[src/rtl/fft_pkg.sv]
// Shared FFT definitions: default sizes, the complex sample type and the
// digit-reversal index helper that both FFT stages use.
package fft_pkg;

    localparam int FFT_DW    = 10;
    localparam int FFT_LOG2R = 3;
    localparam int N         = 1 << (2 * FFT_LOG2R);

    typedef struct packed {
        logic signed [FFT_DW-1:0] re;
        logic signed [FFT_DW-1:0] im;
    } cplx_t;

    // Swap the two radix digits of a 2*log2r-bit index: {lo, hi} -> {hi-as-low, lo-as-high}.
    function automatic logic [31:0] digit_rev(input logic [31:0] idx, input int log2r);
        logic [31:0] mask;
        mask = (32'd1 << log2r) - 32'd1;
        return ((idx & mask) << log2r) | ((idx >> log2r) & mask);
    endfunction

endpackage

[src/rtl/fft_bank_ram.sv]
// Two-bank sample store: one write port, one synchronous read port.
// The address MSB selects the bank, the remaining bits the sample slot.
module fft_bank_ram #(
    parameter int WIDTH = 20,
    parameter int AW    = 7
) (
    input  logic             clk,
    input  logic             we,
    input  logic [AW-1:0]    waddr,
    input  logic [WIDTH-1:0] wdata,
    input  logic             re,
    input  logic [AW-1:0]    raddr,
    output logic [WIDTH-1:0] rdata
);

    logic [WIDTH-1:0] mem [0:(1<<AW)-1];

    // Store each accepted sample.
    always_ff @(posedge clk) begin
        if (we) mem[waddr] <= wdata;
    end

    // Registered read; data only moves when the consumer asks for the next sample.
    always_ff @(posedge clk) begin
        if (re) rdata <= mem[raddr];
    end

endmodule

[src/rtl/fft_reorder_buf.sv]
// Ping-pong reorder buffer: writes frames in arrival order into one bank while
// the other bank is read back in digit-reversed (natural frequency) order.
// Optional macro FFT_REORDER_BYPASS_EN adds port reorder_en, sampled at the
// start of each read frame, to select natural (0) or digit-reversed (1) reads.
module fft_reorder_buf
    import fft_pkg::*;
#(
    parameter int DW    = FFT_DW,
    parameter int LOG2R = FFT_LOG2R
) (
    input  logic          clk,
    input  logic          rst_n,
    input  logic [DW-1:0] din_re,
    input  logic [DW-1:0] din_im,
    input  logic          din_valid,
    output logic          din_ready,
`ifdef FFT_REORDER_BYPASS_EN
    input  logic          reorder_en,
`endif
    output logic [DW-1:0] dout_re,
    output logic [DW-1:0] dout_im,
    output logic          dout_valid,
    input  logic          dout_ready,
    output logic          dout_last,
    output logic          ovf
);

    localparam int AW = 2 * LOG2R;

    logic [AW-1:0]   wcnt;
    logic [AW-1:0]   rcnt;
    logic [AW-1:0]   rd_idx;
    logic            wb;
    logic            rb;
    logic [1:0]      full;
    logic [1:0]      full_nxt;
    logic            wb_nxt;
    logic            accept;
    logic            wr_wrap;
    logic            adv;
    logic            issue;
    logic            rd_wrap;
    logic            s1_valid;
    logic            s1_last;
    logic [2*DW-1:0] rd_data;

    assign accept  = din_valid && din_ready;
    assign wr_wrap = accept && (wcnt == {AW{1'b1}});
    assign adv     = !dout_valid || dout_ready;
    assign issue   = adv && full[rb];
    assign rd_wrap = issue && (rcnt == {AW{1'b1}});

`ifdef FFT_REORDER_BYPASS_EN
    logic rev_q;
    // Slot 0 maps to address 0 in both modes, so the freshly sampled mode is only needed from slot 1.
    assign rd_idx = rev_q ? AW'(digit_rev(32'(rcnt), LOG2R)) : rcnt;
`else
    assign rd_idx = AW'(digit_rev(32'(rcnt), LOG2R));
`endif

    // Next full flags and write bank; a write-side fill and a read-side drain never hit the same bank.
    always_comb begin
        full_nxt = full;
        wb_nxt   = wb;
        if (wr_wrap) begin
            full_nxt[wb] = 1'b1;
            wb_nxt       = !wb;
        end
        if (rd_wrap) full_nxt[rb] = 1'b0;
    end

    // Write side: slot counter, bank toggling, full flags, registered ready and sticky overflow.
    always_ff @(posedge clk or negedge rst_n) begin
        if (!rst_n) begin
            wcnt      <= '0;
            wb        <= 1'b0;
            full      <= 2'b00;
            din_ready <= 1'b0;
            ovf       <= 1'b0;
        end else begin
            if (accept) wcnt <= wcnt + 1'b1;
            wb        <= wb_nxt;
            full      <= full_nxt;
            din_ready <= !full_nxt[wb_nxt];
            if (din_valid && !din_ready) ovf <= 1'b1;
        end
    end

    // Read side: step through the full bank whenever the output stage can take another sample.
    always_ff @(posedge clk or negedge rst_n) begin
        if (!rst_n) begin
            rcnt     <= '0;
            rb       <= 1'b0;
            s1_valid <= 1'b0;
            s1_last  <= 1'b0;
`ifdef FFT_REORDER_BYPASS_EN
            rev_q    <= 1'b1;
`endif
        end else if (adv) begin
            s1_valid <= issue;
            if (issue) begin
                rcnt    <= rcnt + 1'b1;
                s1_last <= (rcnt == {AW{1'b1}});
                if (rd_wrap) rb <= !rb;
`ifdef FFT_REORDER_BYPASS_EN
                if (rcnt == '0) rev_q <= reorder_en;
`endif
            end
        end
    end

    // Output register: load on advance, hold while stalled, keep data when the pipe runs dry.
    always_ff @(posedge clk or negedge rst_n) begin
        if (!rst_n) begin
            dout_valid <= 1'b0;
            dout_re    <= '0;
            dout_im    <= '0;
            dout_last  <= 1'b0;
        end else if (adv) begin
            dout_valid <= s1_valid;
            if (s1_valid) begin
                dout_re   <= rd_data[2*DW-1:DW];
                dout_im   <= rd_data[DW-1:0];
                dout_last <= s1_last;
            end
        end
    end

    fft_bank_ram #(
        .WIDTH (2 * DW),
        .AW    (AW + 1)
    ) u_ram (
        .clk   (clk),
        .we    (accept),
        .waddr ({wb, wcnt}),
        .wdata ({din_re, din_im}),
        .re    (issue),
        .raddr ({rb, rd_idx}),
        .rdata (rd_data)
    );

endmodule

[config.mk]
export PLATFORM = sky130hd
export DESIGN_NAME = fft_reorder_buf
export DESIGN_NICKNAME = d
export VERILOG_FILES = /design/src/rtl/fft_pkg.sv /design/src/rtl/fft_bank_ram.sv /design/src/rtl/fft_reorder_buf.sv
export SDC_FILE = /design/constraint.sdc
export NUM_CORES = 2
export LEC_CHECK = 0
export CELL_PAD_IN_SITES_DETAIL_PLACEMENT = 1
export CELL_PAD_IN_SITES_GLOBAL_PLACEMENT = 1
export CORE_MARGIN = 2
export CORE_UTILIZATION = 35
export DETAILED_ROUTE_END_ITERATION = 10
export PLACE_DENSITY = 0.59
export RECOVER_POWER = 100
export SYNTH_ARGS = -nofsm -noshare
export SYNTH_HDL_FRONTEND = slang
export SYNTH_SLANG_ARGS = --single-unit
[constraint.sdc]
create_clock -name clk -period 5.6 [get_ports clk]
set_input_delay 1.12 -clock clk [delete_from_list [all_inputs] [get_ports clk]]
set_output_delay 1.12 -clock clk [all_outputs]
set_load 0.05 [all_outputs]
Word-level counts from Yosys, hierarchy flattened
Memory sizes are Yosys's and may differ from the RTL's. A register that Yosys moved wholly into a read port is not among the register bits.
Cells that the tools add are included.
W data, S select, Z words.
{"block": "classes", "addsub": 2, "magnitude_cmp": 5, "n_eq_ne": 2, "mux": 13, "n_bitwise": 4, "n_reduce_logical": 16}
{"cell": "$add A6 B1 Y6 const B", "count": 2}
{"cell": "$eq A6 B6 Y1 const B", "count": 2}
{"cell": "$mux W1", "count": 9}
{"cell": "$logic_and A1 B1 Y1", "count": 7}
{"cell": "$lt A1 B2 Y1 const B", "count": 3}
{"cell": "$or A6 B3 Y6", "count": 1}
{"cell": "$logic_not A1 Y1", "count": 5}
{"cell": "$mux W2", "count": 2}
{"cell": "$reduce_and A2 Y1", "count": 2}
{"cell": "$reduce_and A3 Y1", "count": 1}
{"cell": "$and A2 B2 Y2", "count": 1}
{"cell": "$demux W1 S1", "count": 2}
{"cell": "$ge A1 B1 Y1 const B", "count": 2}
{"cell": "$not A2 Y2", "count": 1}
{"cell": "$or A2 B2 Y2", "count": 1}
{"cell": "$logic_or A1 B1 Y1", "count": 1}
{"block": "word_totals", "reg_bits": 42, "mem_bits_rw": 2560, "in_bits": 24, "output_inout_bits": 24, "mem_count": 1}
{"name": "u_ram.mem", "depth": 128, "word_bits": 20, "rd": 1, "rd_clocked_by_memory_dff": 1, "write_ports": 1, "line_no": "fft_bank_ram.sv:16", "source": "logic [WIDTH-1:0] mem [0:(1<<AW)-1];"}

Logic depth before layout (Yosys ltp)
{"block": "logic_depth", "ltp_word": 11, "mapped_depth": 8}

By module
From an unflattened synthesis, not the netlist that was laid out.
{"block": "unflattened", "hier_cells": 3934, "area_unflattened_um2": 99897.1}
{"mod": "fft_bank_ram", "n_inst": 1, "cells_per_inst": 3812, "area_per_inst_um2": 98156.6, "seq_area_each_um2": 77474.3}
{"mod": "fft_reorder_buf", "n_inst": 1, "cells_per_inst": 122, "area_per_inst_um2": 1740.4, "seq_area_each_um2": 1051.0}

Least setup slack after synthesis
Ideal clock, no wire load.
{"block": "synth_timing", "kind": "input to register", "start": "input din_valid", "end": "memory u_ram.mem[31][0], enable pin", "setup_time_ns": 0.422, "t_arrival_ns": 2.957, "path_slack_ns": 2.221, "cell_stages": 4, "path_cell_list": "nand2_1 nor2_1 nand2_1 nor3_1"}
{"block": "synth_via", "elab_chain_len": 3}
{"element": "from (decl)", "line_no": "fft_reorder_buf.sv:15", "source": "input logic din_valid,"}
{"element": "$logic_and A1 B1 Y1", "line_no": "fft_reorder_buf.sv:47", "source": "assign accept = din_valid && din_ready;"}
{"element": "$mux W1", "line_no": "fft_bank_ram.sv:20", "source": "if (we) mem[waddr] <= wdata;"}
{"element": "$mux W1 (implied by the code)", "line_no": "fft_bank_ram.sv:20"}
{"element": "to (decl)", "line_no": "fft_bank_ram.sv:16"}
No other way between the ends.

Final worst setup path
{"block": "layout_timing", "start": "input din_valid", "end": "memory u_ram.mem[67][9], enable pin"}
Same word-level chain as after synthesis.

==> impl_metrics.yaml <==
layout:
  final_layout_size_suffix_gt1_frac: 0.323
  nNetsFinal: 4268
  areaGrowthSynthToFinish_pct: 14.4
power:
  powerDensity_mw_per_mm2: 368
  pwr-share-clk: 0.414
  ir_drop_uv: 233
  p_leak_uw: 0.0337
  intPower_uw: 32700
  pwr-share-seq: 0.530
  comb_power_share: 0.055
  p_sw_uw: 9350
  swShare: 0.222
sta:
  finalSetupViolations: 0
  slew_headroom: -1.77
  finalCritPeriodShare: 0.829
  finalCriticalPeriod_ns: 4.64
  hold_viol_final: 0
  drv_slew: 4378
  worst_slew_pin_slew_ns: 4.15
  tns_ns: 0
  rsz0062_at_grt: "false"
  setup_ws_ns: 0.958
  max_freq_mhz: 215
  skew_ns: 0.0780
die:
  ioPinCount: 48
  fp.coreArea_mm2: 0.284
  initial_core_util: 0.351
  die_w_um: 538
  row_count: 196
  die_y_um: 538
  dieArea_mm2: 0.289
yosys:
  synth_ff_type: "edfxtp_1"
  postSynthAreaPerCell_um2: 25.4
  netlist_top_cells_area: "edfxtp_1, mux4_2, dfrtp_1"
  synth_cell_types: 35
  yosysSeqAreaShare: 0.787
  syn_area_mm2: 0.0998
  synth_top_cell_by_area: "edfxtp_1"
  synthDominantCellAreaShare: 0.776
  ys_ff_latch: 2622
  ys.warnings.count: 0
  synthCells: 3929
  synth_async_sr_flop_share: 0.0160
  syn_nets: 3955
  ys_top_cells_by_count: "edfxtp_1, mux4_2, nor2_1, clkbuf_1, buf_2"
  synthMostInstantiatedCell: "edfxtp_1"
  synth-edff-count: 2580
outcome:
  status: "finished, violations left"
  failed_checks: "max-capacitance violations, max-slew violations"
place:
  gp_congestion: 0.803
  hpwlAfterDp_um: 147000
  port_buffers: 47
  place_ws_ns: 1.27
clock_network:
  h-tree-depth: 5
  clk_latency_ns: 0.86
  post_cts_resized: 0
  clock_path_buffers: 4
  hold_buffers: 0
  cts_tree: "done"
  cts_setup_buffers: 0
  cts_made_buffers: 280
  clk_pin_slew_ns: 0.05
  root_buffer: "clkbuf_16"
  clock-sinks: 2622
worst_setup_path:
  rr_startpoint: "rcnt[1]$_DFFE_PN0P_"
  critPathSlowestCell: "clkbuf_1"
  critPathLaunch: "din_valid"
  critPathKind: "primary input to flop"
  worstSetupEndpointType: "flop"
  cp-start-kind: "primary input"
  worstPathArrival_ns: 5.03
  cp.required_ns: 5.99
  cp_max_fo: 20
  max_stage_delay_ns: 1.50
  crit_chain: "dlygate4sd3_1 > nand2_1 > or2_0 > nor2_2 > clkbuf_1"
global_route:
  antenna_found_initial: 32
  top_usage_layer: "met2"
  grt_max_degree: 95
  grt_pass1_wl_um: 367000
  grt-ovfl-total: 0
  grt.met3_usage: 0.0253
  grt_pass1_vias: 47100
  grt_usage: 0.179
  grt_use_met2: 0.290
  met1_usage: 0.254
routing:
  ant_nets: 0
  wl_um: 258000
  vias: 44200
  viasPerCell: 5.38
  drc: 0
  dr.pass1.iters: 5
  initialDrtViolationCount: 4540
  wire_per_inst_um: 31.4
run:
  drv_cap: 156
hold_path:
  min_path_type: "flop to flop"
  holdCritStartpoint: "ovf$_DFFE_PN0P_"
-- critical path, delay by kind of cell --
kind                   cells  cell delay [ns]
buffers and inverters      2             2.32
AND/OR/NAND/NOR            3             1.53
-- routing by layer --
layer	vias to the layer above	routed length (um)
met5	-	25
met4	4	7030
met3	327	14600
met2	1321	126000
met1	24800	110000
li1	17800	-
-- metrics by stage --
| stage | instance area (um2) | hold WS (ns) | cells | util | total power, uW |
|---|---|---|---|---|---|
| final | 114000 | 0.482 | 8220 | 0.401 | 42000 |
| after detailed placement | 106000 | 0.473 | 7722 | 0.374 | 25100 |
| after global routing | 114000 | 0.497 | 8213 | 0.401 | 43300 |
| after CTS | 115000 | 0.426 | 8206 | 0.403 | 42500 |
| after global placement | 106000 | 0.460 | 7722 | 0.374 | 25000 |
| after floorplan | 99800 | 0.455 | 3929 | - | 23700 |
-- registers in the layout, summed over array words and instances, names as in the netlist --
register,count
ovf,1
s1_valid,1
dout_last,1
s1_last,1
full,2
u_ram.rdata,20
wcnt,6
rb,1
din_ready,1
u_ram.mem,2560
dout_im,10
dout_re,10
wb,1
dout_valid,1
rcnt,6
-- layout make-up --
type / instances / area (um2)
fillers: 26300 / 170000
flip-flops and latches: 2622 / 78500
multi-input cells: 1098 / 20700
clock buffers: 360 / 7530
well taps: 3762 / 4710
repair buffers: 238 / 1760
clock inverters: 124 / 931
diodes: 14 / 35.0
inverters: 2 / 8.76
-- kinds of logic after synthesis --
kind of cell,synth area share
xor+xnor,0.00105
buf+inv,0.00869
fa+ha+maj,0.000251
compound gates,0.000501
mux,0.194
flops,0.787
simple gates,0.00821
-- power by group through the flow --
stage	registers [uW]	logic, uW	clock network, uW
2_1_floorplan	22800	874	0
3_3_place_gp	22600	2370	0
3_5_place_dp	22700	2420	0
4_1_cts	22200	2420	17800
5_1_grt	22300	2440	18500
6_report	22300	2330	17400
-- path summary, 6_finish.rpt --
path / end / slack, ns / cells after the start
worst min register to register: ovf$_DFFE_PN0P_ / 0.48 / 1
worst max register to register: u_ram.rdata[2]$_DFFE_PP_ / 1.02 / 4
worst max-delay path: u_ram.mem[67][9]$_DFFE_PP_ / 0.96 / 5
max in group asynchronous: rcnt[4]$_DFFE_PN0P_ / 1.70 / 2
min in group asynchronous: dout_re[3]$_DFFE_PN0P_ / 1.51 / 2
worst min-delay path: ovf$_DFFE_PN0P_ / 0.48 / 1
-- cells in the final DEF (no fill, tap or decap), types with 3 or more instances in the layout --
cell	Yosys	routed
dfrtp_1	42	38
nor2_1	130	23
clkinv_1	1	49
and3_1	3	3
clkbuf_16	0	290
buf_4	2	29
dlygate4sd3_1	0	26
or2_0	0	7
buf_12	0	36
clkbuf_2	0	7
clkinv_2	0	45
mux2_2	42	40
nand3_1	9	9
clkinv_8	0	3
inv_6	0	6
mux4_2	840	840
nor2_2	0	107
xnor2_1	11	11
bufinv_16	0	11
clkbuf_1	117	208
clkinvlp_4	0	10
nand3b_1	3	3
nand2_1	22	22
nor2b_1	5	5
diode_2	0	14
dfrtp_4	0	3
edfxtp_1	2580	2580
No activity file was read; power rests on OpenSTA's default activity.
